==> src/rtl/serial_adder_nbit.sv <==
// Bit-serial adder/subtractor: one full-adder slice plus carry flip-flop, LSB first.
// A start/busy/done handshake yields an N-bit sum, carry-out and signed overflow after WIDTH cycles.
module serial_adder_nbit #(
  parameter int WIDTH = 8
) (
  input  logic             clk,
  input  logic             rst,
  input  logic             start,
  input  logic [WIDTH-1:0] a,
  input  logic [WIDTH-1:0] b,
  input  logic             cin,
  input  logic             sub,
  output logic             busy,
  output logic             done,
  output logic [WIDTH-1:0] sum,
  output logic             cout,
  output logic             ovf
);

  localparam int CW = $clog2(WIDTH + 1);

  typedef enum logic [1:0] {
    S_IDLE = 2'd0,
    S_RUN  = 2'd1,
    S_DONE = 2'd2
  } state_t;

  state_t           r_state;
  state_t           w_state_nxt;
  logic [WIDTH-1:0] r_opa;
  logic [WIDTH-1:0] r_opb;
  logic [WIDTH-1:0] r_res;
  logic [WIDTH-1:0] r_sum;
  logic             r_carry;
  logic             r_cout;
  logic             r_ovf;
  logic [CW-1:0]    r_cnt;

  logic             w_accept;
  logic             w_run;
  logic             w_last;
  logic             w_bit_s;
  logic             w_bit_c;
  logic [WIDTH-1:0] w_res_nxt;

  assign w_run     = (r_state == S_RUN);
  assign w_accept  = start && !w_run;
  assign w_last    = (r_cnt == CW'(WIDTH - 1));
  assign w_bit_s   = r_opa[0] ^ r_opb[0] ^ r_carry;
  assign w_bit_c   = (r_opa[0] & r_opb[0]) | (r_opa[0] & r_carry) | (r_opb[0] & r_carry);
  assign w_res_nxt = {w_bit_s, r_res[WIDTH-1:1]};

  always_ff @(posedge clk or posedge rst) begin
    if (rst) begin
      r_state <= S_IDLE;
    end else begin
      r_state <= w_state_nxt;
    end
  end

  always_comb begin
    w_state_nxt = r_state;
    case (r_state)
      S_IDLE:  if (start) w_state_nxt = S_RUN;
      S_RUN:   if (w_last) w_state_nxt = S_DONE;
      S_DONE:  w_state_nxt = start ? S_RUN : S_IDLE;
      default: w_state_nxt = S_IDLE;
    endcase
  end

  // Subtraction is a + ~b + 1: invert B on load and seed the carry with 1.
  always_ff @(posedge clk or posedge rst) begin
    if (rst) begin
      r_opa   <= '0;
      r_opb   <= '0;
      r_res   <= '0;
      r_carry <= 1'b0;
      r_cnt   <= '0;
      r_sum   <= '0;
      r_cout  <= 1'b0;
      r_ovf   <= 1'b0;
    end else if (w_accept) begin
      r_opa   <= a;
      r_opb   <= sub ? ~b : b;
      r_carry <= sub ? 1'b1 : cin;
      r_cnt   <= '0;
    end else if (w_run) begin
      r_opa   <= r_opa >> 1;
      r_opb   <= r_opb >> 1;
      r_res   <= w_res_nxt;
      r_carry <= w_bit_c;
      r_cnt   <= r_cnt + 1'b1;
      if (w_last) begin
        // r_carry here is the carry into the MSB slice
        r_sum  <= w_res_nxt;
        r_cout <= w_bit_c;
        r_ovf  <= r_carry ^ w_bit_c;
      end
    end
  end

  assign busy = w_run;
  assign done = (r_state == S_DONE);
  assign sum  = r_sum;
  assign cout = r_cout;
  assign ovf  = r_ovf;

endmodule

==> config.mk <==
export PLATFORM = sky130hd
export DESIGN_NAME = serial_adder_nbit
export DESIGN_NICKNAME = d
export VERILOG_FILES = /design/src/rtl/serial_adder_nbit.sv
export SDC_FILE = /design/constraint.sdc
export NUM_CORES = 1
export LEC_CHECK = 0
export BUFFER_PORTS_ARGS = -buffer_cell sky130_fd_sc_hd__buf_2
export CAP_MARGIN = 10
export CORE_MARGIN = 5
export CORE_UTILIZATION = 50
export DETAILED_ROUTE_END_ITERATION = 7
export PLACE_DENSITY = 0.73
export REMOVE_ABC_BUFFERS = 1
export SYNTH_ARGS = -nofsm -noshare
export SYNTH_HDL_FRONTEND = slang
export SYNTH_SLANG_ARGS = --single-unit
==> constraint.sdc <==
create_clock -name clk -period 2.1 [get_ports clk]
set_input_delay 0.42 -clock clk [delete_from_list [all_inputs] [get_ports clk]]
set_output_delay 0.42 -clock clk [all_outputs]
set_load 0.1 [all_outputs]
==> flow_metrics.env, run 1 <==
export IMPL_hpwl_um=2320
export IMPL_grt_pass1_vias=1279
export IMPL_start_util=0.527
export IMPL_ctsHoldBuffers=0
export IMPL_yosys_warnings=0
export IMPL_critPathLaunchType="flop"
export IMPL_placed_area_um2=2010
export IMPL_setup_viol=0
export IMPL_synth_top_area_share=0.556
export IMPL_io_pins=33
export IMPL_via_per_inst=5.01
export IMPL_synth_xor_area_frac=0.0438
export IMPL_gp_congestion=0.762
export IMPL_wl_um=3140
export IMPL_synth_main_ff_cell="dfrtp_1"
export IMPL_ys_seq_area_frac=0.556
export IMPL_max_freq_mhz=550
export IMPL_n_fill_cell=299
export IMPL_die_height_um=70.0
export IMPL_rsz0062_at_grt="no"
export IMPL_endpoint_kind="output pin"
export IMPL_grt_max_degree=41
export IMPL_cp_max_fo=3
export IMPL_hold_viol=0
export IMPL_ant_nets=0
export IMPL_synth_adder_area_share=0.0181
export IMPL_final_nets=219
export IMPL_drc_errors=0
export IMPL_drive_gt1_frac=0.289
export IMPL_vias=1218
export IMPL_grt_usage=0.144
export IMPL_cts_htree_levels=2
export IMPL_firstDrtPassIters=4
export IMPL_postCtsSetupBuffers=0
export IMPL_slew_headroom=0.662
export IMPL_cpPeakStageDelay_ns=0.43
export IMPL_fin_area_um2=2090
export IMPL_arrival_ns=1.40
export IMPL_gr_total_overflow=0
export IMPL_wl_per_cell_um=12.9
export IMPL_synth_edf_count=0
export IMPL_synth_area_um2=1800
export IMPL_syn_inst=163
export IMPL_finClkSkew_ns=0.00475
export IMPL_status="completed"
export IMPL_yosys_top_cells_count="dfrtp_1 (40), nand2_1 (40), o21ai_0 (19)"
export IMPL_tns_ns=0
export IMPL_syn_to_final_growth_pct=15.8
export IMPL_synthTopCellsByArea="dfrtp_1 (56%), mux2i_1 (8.9%), nand2_1 (8.3%)"
export IMPL_tightest_slew_ns=0.506
export IMPL_synth_mux_area_frac=0.158
export IMPL_drv_slew=0
export IMPL_period_share=0.866
export IMPL_cp_top_family="flip-flops"
export IMPL_cts_inserted_buffers=5
export IMPL_antenna_diode_count=0
export IMPL_synth_largest_area_cell="dfrtp_1"
export IMPL_clock_latency_ns=0.34
export IMPL_drt_iter0_drc=71
export IMPL_criticalPathCategory="reg2out"
export IMPL_antenna_found_initial=0
export IMPL_ys_types=24
export IMPL_numPortBuffers=32
export IMPL_ctsResizeCount=0
export IMPL_clk_pin_slew_worst_paths_ns=0.12
export IMPL_critPathBufInv=1
export IMPL_synth_seq_cells=40
export IMPL_rows=21
export IMPL_worstPathCellList="and2b_1, buf_2"
export IMPL_cts_sinks=40
export IMPL_grt_pass1_wl_um=5730
export IMPL_postSynthAreaPerCell_um2=11.0
export IMPL_coreArea_um2=3420
export IMPL_synth_compound_area_share=0.0639
export IMPL_synth_top_family_by_area="multiplexers"
export IMPL_cts_tree="yes"
export IMPL_synthSimpleGateAreaFrac=0.126
export IMPL_required_ns=1.68
export IMPL_cp_slowest_cell="dfrtp_1"
export IMPL_cts_root_buf="clkbuf_4"
export IMPL_dieWidth_um=70.0
export IMPL_dieArea_um2=4900
export IMPL_cap_violations=0
export IMPL_hold_class="in2async"
export IMPL_synthArstFlopShare=1.00
export IMPL_period_minus_slack_ns=1.82
export IMPL_cts_max_path_buffers=2
## tightest hold or removal path, cell delays in order
cell   delay (ns)
buf_2        0.09
inv_1        0.04
buf_4        0.42
## layout make-up
type | instances | area (um2) | area share
clock inverter | 3 | 42.5 | 0.0204
tap | 46 | 57.6 | 0.0276
inverter | 3 | 11.3 | 0.00540
sequential | 40 | 1000 | 0.480
timing repair buffer | 35 | 198 | 0.0948
clock buffer | 5 | 37.5 | 0.0180
multi-input combinational | 111 | 738 | 0.354
## cells by family (layout without fill, tap and decap cells)
kind of cell / count (synthesis) / count (layout)
compound gates: 22 / 22
flops: 40 / 40
fa+ha+maj: 2 / 2
xor+xnor: 9 / 9
buf+inv: 12 / 46
simple gates: 51 / 51
mux: 27 / 27
## sequential cells by signal (all words and copies together), names as in the netlist
signal   flops
r_res        7
sum          8
r_carry      1
r_state      2
r_opa        8
ovf          1
cout         1
r_opb        8
r_cnt        4
## cell usage in the layout, fill, tap and decap left out, drive strengths merged, types with 2 or more instances in the layout
cell type and count:
nor2 2, nand3 4, nor3 2, nand2 40, clkbuf 5, inv 3, mux2 11, buf 35
dfrtp 40, xor2 8, o21ai 19, mux2i 16
## layer usage
layer,share of wire,global-route usage
met1,0.47,0.189
met2,0.46,0.228
met3,0.056,0.0473
met4,0.0095,0.0383
met5,0,0
## worst paths after layout
check                           start  endpoint  slack, ns  depth (start not counted)
hold reg to reg              r_opa[3]  r_opa[2]       0.50                          2
min in group clk                 a[7]  r_opa[7]       0.32                          3
hold / removal                    rst    sum[5]       0.17                          3
max in group asynchronous         rst    sum[0]       1.59                          3
setup reg to reg             r_cnt[0]    sum[5]       0.46                          4
setup / recovery           r_state[0]      done       0.28                          2
## metrics by stage
stage / utilization / hold slack (ns) / worst slack (ns) / std cells
6_report: 0.611 / 0.168 / 0.281 / 243
3_3_place_gp: 0.587 / 0.461 / 0.555 / 235
4_1_cts: 0.611 / 0.173 / 0.265 / 243
3_5_place_dp: 0.587 / 0.474 / 0.455 / 235
2_1_floorplan: - / 0.440 / 0.291 / 154
5_1_grt: 0.611 / 0.180 / 0.204 / 243
Power of run 1 is not shown: default switching activity piles up to over one toggle a cycle in this logic, so the estimate is an artifact.
==> run 2, diff against run 1 <==
--- a/config.mk
+++ b/config.mk
@@ -7,10 +7,9 @@
 export LEC_CHECK = 0
 export BUFFER_PORTS_ARGS = -buffer_cell sky130_fd_sc_hd__buf_2
 export CAP_MARGIN = 10
-export CORE_MARGIN = 5
-export CORE_UTILIZATION = 50
+export CORE_UTILIZATION = 30
 export DETAILED_ROUTE_END_ITERATION = 7
-export PLACE_DENSITY = 0.73
+export PLACE_DENSITY_LB_ADDON = 0.1
 export REMOVE_ABC_BUFFERS = 1
 export SYNTH_ARGS = -nofsm -noshare
 export SYNTH_HDL_FRONTEND = slang
==> run 2 against run 1 <==
  * Utilization down 23 points
  * Critical path depth up 1
  * Wire length up 2.4%
  * Maximum frequency up 1.1%
  * First-iteration DRC count down 23%
  * Die area up 29%
  * Clock skew up 0.00077 ns
  * Global-route usage down 2.6 points
  * Clock-buffer cell count up 2
  * Worst hold slack better by 0.076 ns
  * Sequential share of layout area down 1.6 points
  * Register-to-register slack better by 0.02 ns
  * Largest cell class unchanged
==> flow_metrics.env, run 2 (synthesized netlist as in run 1, its figures left out) <==
export IMPL_status="completed"
export IMPL_layout_common_cells="nand2_1 (40), dfrtp_1 (40), buf_2 (31), o21ai_0 (19), mux2i_1 (16)"
export IMPL_ctsHoldBuffers=0
export IMPL_hpwl_um=2260
export IMPL_placed_area_um2=2030
export IMPL_gp_congestion=0.699
export IMPL_vias=1184
export IMPL_start_util=0.319
export IMPL_drc_errors=0
export IMPL_rows=27
export IMPL_die_height_um=79.5
export IMPL_n_fill_cell=554
export IMPL_tightest_slew_ns=0.540
export IMPL_dieWidth_um=79.5
export IMPL_clk_pin_slew_worst_paths_ns=0.08
export IMPL_fin_area_um2=2160
export IMPL_final_nets=218
export IMPL_clock_latency_ns=0.29
export IMPL_criticalPathCategory="reg2out"
export IMPL_drv_slew=0
export IMPL_hold_class="in2async"
export IMPL_grt_pass1_vias=1140
export IMPL_cp_max_fo=15
export IMPL_period_minus_slack_ns=1.80
export IMPL_ant_nets=0
export IMPL_clkPwrFrac=0.182
export IMPL_postCtsSetupBuffers=0
export IMPL_firstDrtPassIters=4
export IMPL_drive_gt1_frac=0.286
export IMPL_cts_tree="yes"
export IMPL_cts_root_buf="clkbuf_8"
export IMPL_dieArea_um2=6320
export IMPL_period_share=0.856
export IMPL_power_switching_uw=1760
export IMPL_required_ns=1.68
export IMPL_tns_ns=0
export IMPL_finClkSkew_ns=0.00553
export IMPL_wl_per_cell_um=12.0
export IMPL_wl_um=3220
export IMPL_cts_sinks=40
export IMPL_placedCellCount=260
export IMPL_p_int_uw=1980
export IMPL_endpoint_kind="output pin"
export IMPL_gr_total_overflow=0
export IMPL_p_leak_uw=0.00106
export IMPL_cellPowerDensity_nw_per_um2=1740
export IMPL_hold_viol=0
export IMPL_power_frac_comb=0.464
export IMPL_antenna_diode_count=0
export IMPL_slew_headroom=0.640
export IMPL_vdd_drop_max_v=0.000867
export IMPL_grt_pass1_wl_um=5550
export IMPL_cap_violations=0
export IMPL_ctsResizeCount=0
export IMPL_hold_ws_ns=0.244
export IMPL_io_pins=33
export IMPL_p_seq_frac=0.354
export IMPL_swShare=0.471
export IMPL_numPortBuffers=32
export IMPL_setup_viol=0
export IMPL_max_freq_mhz=556
export IMPL_via_per_inst=4.42
export IMPL_cts_max_path_buffers=2
export IMPL_fin_total_pwr_uw=3750
export IMPL_cts_inserted_buffers=5
export IMPL_grt_max_degree=41
export IMPL_cts_htree_levels=2
export IMPL_critPathLaunchType="flop"
export IMPL_rsz0062_at_grt="no"
export IMPL_drt_iter0_drc=55
export IMPL_grt_usage=0.117
export IMPL_coreArea_um2=5640
export IMPL_antenna_found_initial=0
export IMPL_syn_to_final_growth_pct=19.8
export IMPL_arrival_ns=1.38
export IMPL_layout_cells_non_filler=268
## run 2: cell types whose count changed in the layout (fill, tap and decap cells not counted), sizes merged
| cell | change |
|---|---|
| clkbuf | +2 |
| buf | -1 |
| clkinv | -1 |
| clkinvlp | -1 |
## run 2: layout make-up
class	instances	area, um2	area share
Tap cell	72	90.1	0.0418
Inverter	3	11.3	0.00522
Sequential cell	40	1000	0.464
Clock inverter	1	30.0	0.0139
Multi-Input combinational cell	111	738	0.342
Timing Repair Buffer	34	190	0.0882
Clock buffer	7	96.3	0.0447
## run 2: power by group through the flow
stage / sequential [uW] / clock (uW) / combinational [uW]
4_1_cts: 1330 / 706 / 1770
2_1_floorplan: 2000 / 0 / 697
5_1_grt: 1380 / 741 / 1890
3_3_place_gp: 1330 / 0 / 1740
6_report: 1330 / 683 / 1740
3_5_place_dp: 1350 / 0 / 1760
## run 2: final timing paths
check / from / to / slack (ns) / depth (start not counted)
max in group asynchronous: rst / r_opb[2] / 1.51 / 3
max reg2reg: r_cnt[0] / sum[4] / 0.48 / 4
min: rst / r_state[0] / 0.24 / 3
max: r_state[1] / busy / 0.30 / 3
min in group clk: a[7] / r_opa[7] / 0.40 / 3
min reg2reg: r_opa[3] / r_opa[2] / 0.48 / 2
## run 2: critical path: stages, from the launching register on
cell	delay, ns
dfrtp_1	0.39
nand2b_4	0.21
inv_2	0.27
buf_12	0.22
## run 2: layer usage
layer / routed length, um / vias up / part of all wire / track usage
met5: 0 / - / 0 / 0
met4: 53 / 0 / 0.016 / 0.0491
met1: 1610 / 542 / 0.50 / 0.156
li1: - / 607 / - / -
met2: 1360 / 30 / 0.42 / 0.170
met3: 199 / 5 / 0.062 / 0.0423
## run 2: per-stage QoR
stage	util	worst slack, ns
4_1_cts	0.382	0.273
3_5_place_dp	0.360	0.471
6_report	0.382	0.302
5_1_grt	0.382	0.208
3_3_place_gp	0.360	0.547
2_1_floorplan	-	0.291
Power figures use the tool's default switching activity.
==> run 3, diff against run 2 <==
--- a/config.mk
+++ b/config.mk
@@ -7,6 +7,8 @@
 export LEC_CHECK = 0
 export BUFFER_PORTS_ARGS = -buffer_cell sky130_fd_sc_hd__buf_2
 export CAP_MARGIN = 10
+export CELL_PAD_IN_SITES_DETAIL_PLACEMENT = 1
+export CELL_PAD_IN_SITES_GLOBAL_PLACEMENT = 2
 export CORE_UTILIZATION = 30
 export DETAILED_ROUTE_END_ITERATION = 7
 export PLACE_DENSITY_LB_ADDON = 0.1
==> constraint.sdc (replaced) <==
create_clock -name clk -period 2.1 [get_ports clk]
set_input_delay 0.42 -clock clk [delete_from_list [all_inputs] [get_ports clk]]
set_output_delay 0.42 -clock clk [all_outputs]
set_load 0.005 [all_outputs]
==> run 3 against run 2 <==
  * Utilization grew 0.44 points
  * Clock skew shrank 0.0036 ns
  * Clock-buffer cell count shrank 2
  * Setup slack lost 0.012 ns
  * Global-route usage grew 1.7 points
==> flow_metrics.env, run 3 (synthesized netlist as in run 1, its figures left out) <==
export IMPL_status="completed"
export IMPL_cellPowerDensity_nw_per_um2=1430
export IMPL_rows=27
export IMPL_drc_errors=0
export IMPL_coreArea_um2=5640
export IMPL_max_freq_mhz=553
export IMPL_via_per_inst=4.62
export IMPL_arrival_ns=1.39
export IMPL_grt_max_degree=41
export IMPL_cap_violations=0
export IMPL_period_minus_slack_ns=1.81
export IMPL_ctsHoldBuffers=0
export IMPL_slew_headroom=0.646
export IMPL_grt_pass1_vias=1328
export IMPL_clock_latency_ns=0.29
export IMPL_dieArea_um2=6320
export IMPL_clk_pin_slew_worst_paths_ns=0.08
export IMPL_hold_class="in2async"
export IMPL_cpPeakStageDelay_ns=0.38
export IMPL_worstPathCellList="nand2b_4, inv_2, buf_2"
export IMPL_ant_nets=0
export IMPL_cp_slowest_cell="dfrtp_1"
export IMPL_cts_inserted_buffers=5
export IMPL_required_ns=1.68
export IMPL_cp_max_fo=22
export IMPL_drive_gt1_frac=0.289
export IMPL_detailedPlace_worstSlack_ns=0.381
export IMPL_antenna_found_initial=0
export IMPL_grt_usage=0.134
export IMPL_setup_ws_ns=0.290
export IMPL_gp_congestion=0.668
export IMPL_io_pins=33
export IMPL_tns_ns=0
export IMPL_cts_max_path_buffers=2
export IMPL_grt_pass1_wl_um=6390
export IMPL_criticalPathCategory="reg2out"
export IMPL_drv_slew=0
export IMPL_cts_tree="yes"
export IMPL_final_nets=219
export IMPL_period_share=0.862
export IMPL_die_height_um=79.5
export IMPL_gr_total_overflow=0
export IMPL_n_fill_cell=635
export IMPL_wl_per_cell_um=13.7
export IMPL_start_util=0.319
export IMPL_p_leak_uw=0.00107
export IMPL_vdd_drop_max_v=0.000459
export IMPL_dieWidth_um=79.5
export IMPL_setup_viol=0
export IMPL_wl_um=3690
export IMPL_antenna_diode_count=0
export IMPL_cts_sinks=40
export IMPL_numPortBuffers=32
export IMPL_rsz0062_at_grt="no"
export IMPL_ctsResizeCount=0
export IMPL_critPathLaunchType="flop"
export IMPL_hold_viol=0
export IMPL_hpwl_um=2660
export IMPL_cts_htree_levels=2
export IMPL_tightest_slew_ns=0.530
export IMPL_firstDrtPassIters=4
export IMPL_vias=1244
export IMPL_endpoint_kind="output pin"
export IMPL_syn_to_final_growth_pct=21.2
export IMPL_layout_common_cells="nand2_1 (40), dfrtp_1 (40), buf_2 (32), o21ai_0 (19), mux2i_1 (16)"
export IMPL_drt_iter0_drc=51
export IMPL_cts_root_buf="clkbuf_8"
export IMPL_postCtsSetupBuffers=0
export IMPL_finClkSkew_ns=0.00197
run 3: cell count changes in the layout (fill, tap and decap cells not counted), sizes merged:
| cell | change |
|---|---|
| bufinv | +2 |
| clkbuf | -2 |
| buf | +1 |
run 3: final timing paths:
path                       startpoint       end  slack [ns]  cells after the start
min in group clk                 a[7]  r_opa[7]        0.38                      3
setup reg to reg             r_cnt[0]    sum[1]        0.43                      4
max in group asynchronous         rst  r_opa[4]        1.50                      3
hold reg to reg              r_res[1]  r_res[1]        0.49                      2
setup / recovery           r_state[1]      busy        0.29                      3
hold / removal                    rst  r_opb[2]        0.24                      3
run 3: power breakdown:
part | leakage (uW) | switching [uW] | internal [uW]
Sequential | 0.000499 | 226 | 1110
Combinational | 0.000491 | 496 | 421
Clock | 0.0000784 | 276 | 594
Total | 0.00107 | 999 | 2130
run 3: cell type report:
type / instances / area, um2 / share of cell area
timing repair buffer: 35 / 183 / 0.0837
clock buffer: 5 / 68.8 / 0.0315
tap: 72 / 90.1 / 0.0413
sequential: 40 / 1000 / 0.459
inverter: 3 / 11.3 / 0.00516
clock inverter: 3 / 90.1 / 0.0413
multi-input combinational: 111 / 738 / 0.338
run 3: stage by stage:
step	power (uW)	hold slack [ns]	cells	cell area (um2)	utilization
after floorplan	1920	0.440	154	1750	-
final	3130	0.243	269	2180	0.387
after global routing	3400	0.284	269	2180	0.387
after global placement	2250	0.461	261	2020	0.359
after CTS	3200	0.263	269	2180	0.387
after detailed placement	2310	0.476	261	2020	0.359
run 3: worst max-delay path: cells and delay by family (launching register included):
| kind | cells | cell delay, ns |
|---|---|---|
| AND/OR/NAND/NOR | 1 | 0.21 |
| buffers and inverters | 2 | 0.50 |
| flip-flops | 1 | 0.38 |
run 3: layer usage:
| layer | GRT usage | vias to the layer above | routed length (um) |
|---|---|---|---|
| met3 | 0.0469 | 5 | 184 |
| met2 | 0.214 | 28 | 1730 |
| met1 | 0.170 | 606 | 1720 |
| met4 | 0.0382 | 0 | 45 |
| li1 | - | 605 | - |
| met5 | 0 | - | 0 |
